### config.mk
export PLATFORM = sky130hd
export DESIGN_NAME = cdb_arbiter
export DESIGN_NICKNAME = d
export VERILOG_FILES = /design/src/rtl/cdb_arbiter.sv
export SDC_FILE = /design/constraint.sdc
export NUM_CORES = 1
export LEC_CHECK = 0
export ABC_AREA = 0
export CAP_MARGIN = 5
export CORE_ASPECT_RATIO = 0.8
export CORE_MARGIN = 10
export CORE_UTILIZATION = 41
export CTS_CLUSTER_DIAMETER = 50
export DETAILED_ROUTE_END_ITERATION = 8
export PLACE_DENSITY = 0.89
export SYNTH_ARGS = -nofsm -noshare
export SYNTH_HDL_FRONTEND = slang
export SYNTH_SLANG_ARGS = --single-unit
### constraint.sdc
create_clock -name clk_in -period 1.9 [get_ports clk_in]
set_clock_uncertainty 0.1 [all_clocks]
set_input_delay 0.38 -clock clk_in [delete_from_list [all_inputs] [get_ports clk_in]]
set_output_delay 0.38 -clock clk_in [all_outputs]
set_load 0.05 [all_outputs]
### src/rtl/cdb_arbiter.sv
// Common-data-bus arbiter: round-robin grant across functional-unit results,
// with a registered one-cycle broadcast of the winner's tag/data to the snoopers.
module cdb_arbiter #(
  parameter int NUM_REQ    = 2,
  parameter int TAG_WIDTH  = 5,
  parameter int DATA_WIDTH = 32
) (
  input  logic                          clk_in,
  input  logic                          rst_in,
  input  logic                          flush_in,
  input  logic [NUM_REQ-1:0]            req_valid_in,
  input  logic [NUM_REQ*TAG_WIDTH-1:0]  req_tag_in,
  input  logic [NUM_REQ*DATA_WIDTH-1:0] req_data_in,
  output logic [NUM_REQ-1:0]            req_ready_out,
  output logic                          cdb_valid_out,
  output logic [TAG_WIDTH-1:0]          cdb_tag_out,
  output logic [DATA_WIDTH-1:0]         cdb_data_out,
  output logic [$clog2(NUM_REQ)-1:0]    cdb_src_out,
  output logic                          err_out
);

  localparam int IDX_W = $clog2(NUM_REQ);
  localparam logic [IDX_W:0]   NUM_REQ_X = (IDX_W+1)'(NUM_REQ);
  localparam logic [IDX_W-1:0] LAST_IDX  = IDX_W'(NUM_REQ - 1);

  logic [IDX_W-1:0]      rr_ptr_q, rr_ptr_d;
  logic                  cdb_valid_q, cdb_valid_d;
  logic [TAG_WIDTH-1:0]  cdb_tag_q, cdb_tag_d;
  logic [DATA_WIDTH-1:0] cdb_data_q, cdb_data_d;
  logic [IDX_W-1:0]      cdb_src_q, cdb_src_d;
  logic                  err_q, err_d;

  logic [NUM_REQ-1:0]    grant;
  logic [IDX_W-1:0]      grant_idx;
  logic                  transfer;
  logic [IDX_W:0]        scan_idx;
  logic [TAG_WIDTH-1:0]  sel_tag;
  logic [DATA_WIDTH-1:0] sel_data;
  logic                  tag_legal;

  // Grant search starts at rr_ptr and wraps; reset and flush suppress any grant.
  always_comb begin
    // NOTE: every combinational output gets a default first so no path infers a latch.
    grant     = '0;
    grant_idx = '0;
    transfer  = 1'b0;
    scan_idx  = '0;
    if (rst_in && !flush_in) begin
      for (int k = 0; k < NUM_REQ; k++) begin
        scan_idx = {1'b0, rr_ptr_q} + (IDX_W+1)'(k);
        if (scan_idx >= NUM_REQ_X) scan_idx = scan_idx - NUM_REQ_X;
        if (!transfer && req_valid_in[scan_idx[IDX_W-1:0]]) begin
          transfer  = 1'b1;
          grant_idx = scan_idx[IDX_W-1:0];
        end
      end
    end
    if (transfer) grant[grant_idx] = 1'b1;
  end

  assign sel_tag   = req_tag_in[grant_idx*TAG_WIDTH +: TAG_WIDTH];
  assign sel_data  = req_data_in[grant_idx*DATA_WIDTH +: DATA_WIDTH];
  assign tag_legal = (sel_tag != '0);

  // Tag 0 means "no producer": accept it to free the unit, but never broadcast it.
  always_comb begin
    rr_ptr_d    = rr_ptr_q;
    cdb_valid_d = 1'b0;
    cdb_tag_d   = cdb_tag_q;
    cdb_data_d  = cdb_data_q;
    cdb_src_d   = cdb_src_q;
    err_d       = err_q;
    if (transfer) begin
      rr_ptr_d = (grant_idx == LAST_IDX) ? '0 : grant_idx + 1'b1;
      if (tag_legal) begin
        cdb_valid_d = 1'b1;
        cdb_tag_d   = sel_tag;
        cdb_data_d  = sel_data;
        cdb_src_d   = grant_idx;
      end else begin
        err_d = 1'b1;
      end
    end
  end

  always_ff @(posedge clk_in or negedge rst_in) begin
    if (!rst_in) begin
      rr_ptr_q    <= '0;
      cdb_valid_q <= 1'b0;
      cdb_tag_q   <= '0;
      cdb_data_q  <= '0;
      cdb_src_q   <= '0;
      err_q       <= 1'b0;
    end else begin
      // NOTE: non-blocking updates so every flop samples pre-edge values.
      rr_ptr_q    <= rr_ptr_d;
      cdb_valid_q <= cdb_valid_d;
      cdb_tag_q   <= cdb_tag_d;
      cdb_data_q  <= cdb_data_d;
      cdb_src_q   <= cdb_src_d;
      err_q       <= err_d;
    end
  end

  assign req_ready_out = grant;
  assign cdb_valid_out = cdb_valid_q;
  assign cdb_tag_out   = cdb_tag_q;
  assign cdb_data_out  = cdb_data_q;
  assign cdb_src_out   = cdb_src_q;
  assign err_out       = err_q;

endmodule

After elaboration in Yosys (flattened, before gate mapping)
Index checks and enable logic that the tools add are counted.

cells by class
  add/sub/neg operators = 4
  multiply operators = 1
  divide/modulo/power cells = 0
  magnitude comparators = 6
  eq/ne operators = 0
  shift-type cells = 2
  multiplexer cells = 21
  bitwise gates (word level) = 1
  reduce and logical (&&, ||, !) cells = 8

operators with widths
  operator               count
  $shiftx A64 B7 Y32     1
  $mux W1                19
  $shiftx A10 B5 Y5      1
  $lt A1 B2 Y1 const B   3
  $reduce_bool A5 Y1     1
  $mul A1 B3 Y4 const B  1
  $reduce_and A2 Y1      2
  $logic_and A1 B1 Y1    3
  $add A1 B1 Y2 const B  1
  $ge A1 B2 Y1 const B   1
  $ge A2 B2 Y1 const B   1
  $logic_not A1 Y1       2
  $mux W2                1
  $sub A1 B1 Y1 const B  2
  $add A1 B1 Y1 const B  1
  $demux W1 S1           1
  $ge A1 B1 Y1 const B   1
  $not A1 Y1             1

storage, ports and cells
  bits in registers = 41
  latch bits = 0
  bits in writable memories = 0
  memory bits (read-only) = 0
  logic and storage cells = 49
  memories = 0

Logic depth before layout (Yosys ltp)
  depth in word-level cells = 16
  gate-level depth with buffers = 6
  depth with buffers taken out = 5

Worst setup path after synthesis
No wires, ideal clock.

  path type = input port to flip-flop
  start point = input port req_tag_in[2]
  end point = register cdb_data_q[0] (netlist: cdb_data_out[0])
  library setup time = 0.131 ns
  arrival = 1.689 ns
  required time = 1.669 ns
  slack = -0.019 ns
  stages = 6
  path buffers = 2
  cell sequence = or4_4 > a311oi_2 > or2_1 > buf_6 > buf_12 > a221oi_2

between the ends
  word-level cells in the longest chain between the ends = 3

ends and longest elaborated chain
  item                         RTL line  source
  start: declaration           12        input logic [NUM_REQ*TAG_WIDTH-1:0] req_tag_in,
  $shiftx A10 B5 Y5            61        assign sel_tag = req_tag_in[grant_idx*TAG_WIDTH +: TAG_WIDTH];
  $reduce_bool A5 Y1           63        assign tag_legal = (sel_tag != '0);
  $reduce_and A2 Y1 (no line)  n/a
  end signal: assignment       99        cdb_data_q <= cdb_data_d;
  end: declaration             29        logic [DATA_WIDTH-1:0] cdb_data_q, cdb_data_d;

Every way passes these cells.
A chain may end at the register's enable or synchronous reset.

Worst setup path after layout
  start point = input port req_tag_in[8]
  end point = register cdb_data_q[19] (netlist: cdb_data_out[19])

The elaborated chain is that of the path after synthesis.

==> flow_summary.yaml <==
status:
  status: "finished clean"
synthesis:
  synth-seq-area-share: 0.402
  synth_area_leaders: "dfrtp_1 40%, a221oi_2 18%, mux2i_1 13%"
  netlist_area_um2: 2550
  synth.largest_area_cell: "dfrtp_1"
  syn_nets: 298
  yosysWarnings: 0
  netlist.area_leader.share: 0.402
  ys_ff_latch: 41
  avgSynthCellArea_um2: 11.6
  synthCells: 219
  synth.distinct_cells: 31
timing:
  layout_worst_path_cycle_share: 0.995
  max_slew.worst_pin.slew_ns: 0.540
  hold_violations: 0
  post-route-min-period_ns: 1.89
  max_freq_mhz: 529
  setup-violations-final: 0
  slew_violations: 0
  slew-limit-headroom: 0.640
worst_setup_path:
  cp_max_fo: 4
  cp-end-kind: "flop"
  criticalPathCategory: "input pin to flop"
  path_buf_inv: 4
  start_kind: "input pin"
  slowest_delay_ns: 0.54
  slowest_stage: "or4_4"
  crit_family: "simple AND/OR/NAND/NOR gates"
  crit_chain: "clkdlybuf4s15_1 -> or4_4 -> nor2_4 -> buf_6 -> buf_4 -> clkbuf_16 -> mux2i_1 -> a221oi_2"
  r2r_cells: 6
  cp.required_ns: 1.97
  path_depth: 8
  arrival_ns: 1.96
global_route:
  grt-busiest-layer: "met2"
  grtUsageTotal: 0.168
  antenna_found_initial: 0
  globalRouteMet1Util: 0.193
  use_met3: 0.0542
  grt_max_degree: 42
  grt_overflow: 0
  grt_util_met2: 0.297
  grt_pass1_wl_um: 13200
  grt_pass1_vias: 2503
floorplan:
  fp.dieW_um: 108
  core_um2: 5970
  rows: 25
  ios: 121
  fp.dieH_um: 90.5
  initial_core_util: 0.427
  die-area_um2: 9790
detailed_routing:
  ant_nets: 0
  wl_um: 8480
  drt_iter0_drc: 53
  via_count: 2251
  wl_per_cell_um: 18.7
  drc: 0
  first_pass_iters: 4
  via_per_inst: 4.97
finish:
  seqCellArea_um2: 1030
  nets: 450
  drive_above_1_share: 0.382
  synthToLayoutAreaGrowth_pct: 67.3
  diodes: 0
  design_area_um2: 4270
  fin_util: 0.714
  multi_input_area_um2: 1250
  fillers: 466
power_and_ir_drop:
  cellPowerDensity_nw_per_um2: 821
  ir_drop_mv: 0.614
  power_leakage_nw: 1.90
clock_tree:
  ctsRootBufferMaster: "clkbuf_8"
  cts_made_buffers: 5
  cts_tree: "done"
  clk_pin_slew_worst_paths_ns: 0.08
  worst_skew_pair.late_latency_ns: 0.28
  cts.path.max_buffers: 2
  htreeDepth: 2
  clock-sinks: 41
placement:
  placed_cell_area_um2: 3780
  gp_congestion: 0.762
  hpwl_um: 6020
  numPortBuffers: 120
job:
  max_cap_violations: 0
hold_path:
  hp-class: "input pin to asynchronous set/reset pin"
## Yosys cell counts
cell type  count
a211o_2        1
a21o_1         1
a21oi_1        4
a221oi_1       2
a221oi_2      30
a311oi_2       1
and2_1         1
and2b_4        1
and3_1         1
buf_12         6
buf_4          1
buf_6          3
clkbuf_8       4
dfrtp_1       41
inv_1         37
inv_2          1
mux2i_1       34
nand2_1        2
nand3_2        1
nor2_1        32
nor2_4         1
nor3b_1        1
o2111ai_4      1
o21ai_0        1
o21ai_1        1
o21bai_1       1
o2bb2ai_1      1
o32ai_1        4
or2_1          1
or2b_2         1
or4_4          2
## cell usage in the layout (no fill, tap or decap), types with 3 or more instances in the layout
| master | count |
|---|---|
| mux2i_2 | 5 |
| clkdlybuf4s15_1 | 5 |
| dlygate4sd2_1 | 4 |
| a221oi_2 | 30 |
| buf_4 | 61 |
| mux2i_1 | 25 |
| dfrtp_1 | 41 |
| o32ai_1 | 4 |
| inv_1 | 37 |
| clkbuf_8 | 6 |
| mux2i_4 | 4 |
| clkdlybuf4s50_1 | 66 |
| buf_16 | 3 |
| a21oi_1 | 4 |
| buf_12 | 12 |
| buf_6 | 3 |
| nor2_1 | 32 |
## area by class of cell
cell class,count,share of cell area
Clock buffer,7,0.0202
Inverter,38,0.0340
Sequential cell,41,0.241
Tap cell,81,0.0238
Timing Repair Buffer,159,0.380
Multi-Input combinational cell,126,0.294
Clock inverter,1,0.00704
## where the power goes
part           switching, mW  total [mW]  leakage [nW]  internal [mW]
clock                  0.302       0.731        0.0585          0.429
combinational          0.948        1.58          1.38          0.636
sequential             0.146        1.18         0.453           1.04
total                   1.40        3.50          1.90           2.10
## cell families after synthesis
kind of cell / Yosys count / share of synthesized area
buf+inv: 52 / 0.141
compound gates: 48 / 0.238
simple gates: 44 / 0.0849
flops: 41 / 0.402
mux: 34 / 0.133
## routing by layer
| layer | vias up | routed length [um] |
|---|---|---|
| li1 | 1082 | - |
| met1 | 1089 | 3410 |
| met2 | 75 | 4420 |
| met3 | 5 | 626 |
| met4 | 0 | 33 |
| met5 | - | 0 |
## worst paths after layout
path / from / end / slack [ns]
setup / recovery: req_tag_in[8] / cdb_data_out[19] / 0.01
hold / removal: rst_in / err_out / 0.07
hold reg to reg: cdb_tag_out[4] / cdb_tag_out[4] / 0.40
min in group clk_in: req_tag_in[9] / cdb_tag_out[4] / 0.33
max in group asynchronous: rst_in / cdb_data_out[13] / 1.26
setup reg to reg: rr_ptr_q / cdb_data_out[19] / 0.11
## what timing repair did
item | 4_1_cts | 5_1_grt
gates cloned | 4 | 1
setup buffers | 14 | 0
setup endpoints to repair | 39 | 34
hold buffers | 0 | 0
pin swaps | 9 | 6
resized for setup | 36 | 10
## state kept, by name (all words and copies together) (netlist names)
signal	count
cdb_src_out	1
cdb_tag_out	5
cdb_data_out	32
rr_ptr_q	1
cdb_valid_out	1
err_out	1
## per-stage QoR
step / worst slack [ns] / setup TNS [ns] / power [mW] / instances / hold WS [ns]
finish: 0.00978 / 0 / 3.50 / 453 / 0.0669
global route: -0.00425 / -0.00425 / 3.67 / 453 / 0.0939
CTS: 0.00232 / 0 / 3.52 / 453 / 0.0846
detailed placement: -0.489 / -17.33 / 2.73 / 427 / 0.390
global placement: -0.445 / -15.74 / 2.69 / 427 / 0.367
floorplan: 0.0337 / 0 / 2.14 / 219 / -0.0156
Power figures use the tool's default switching activity.
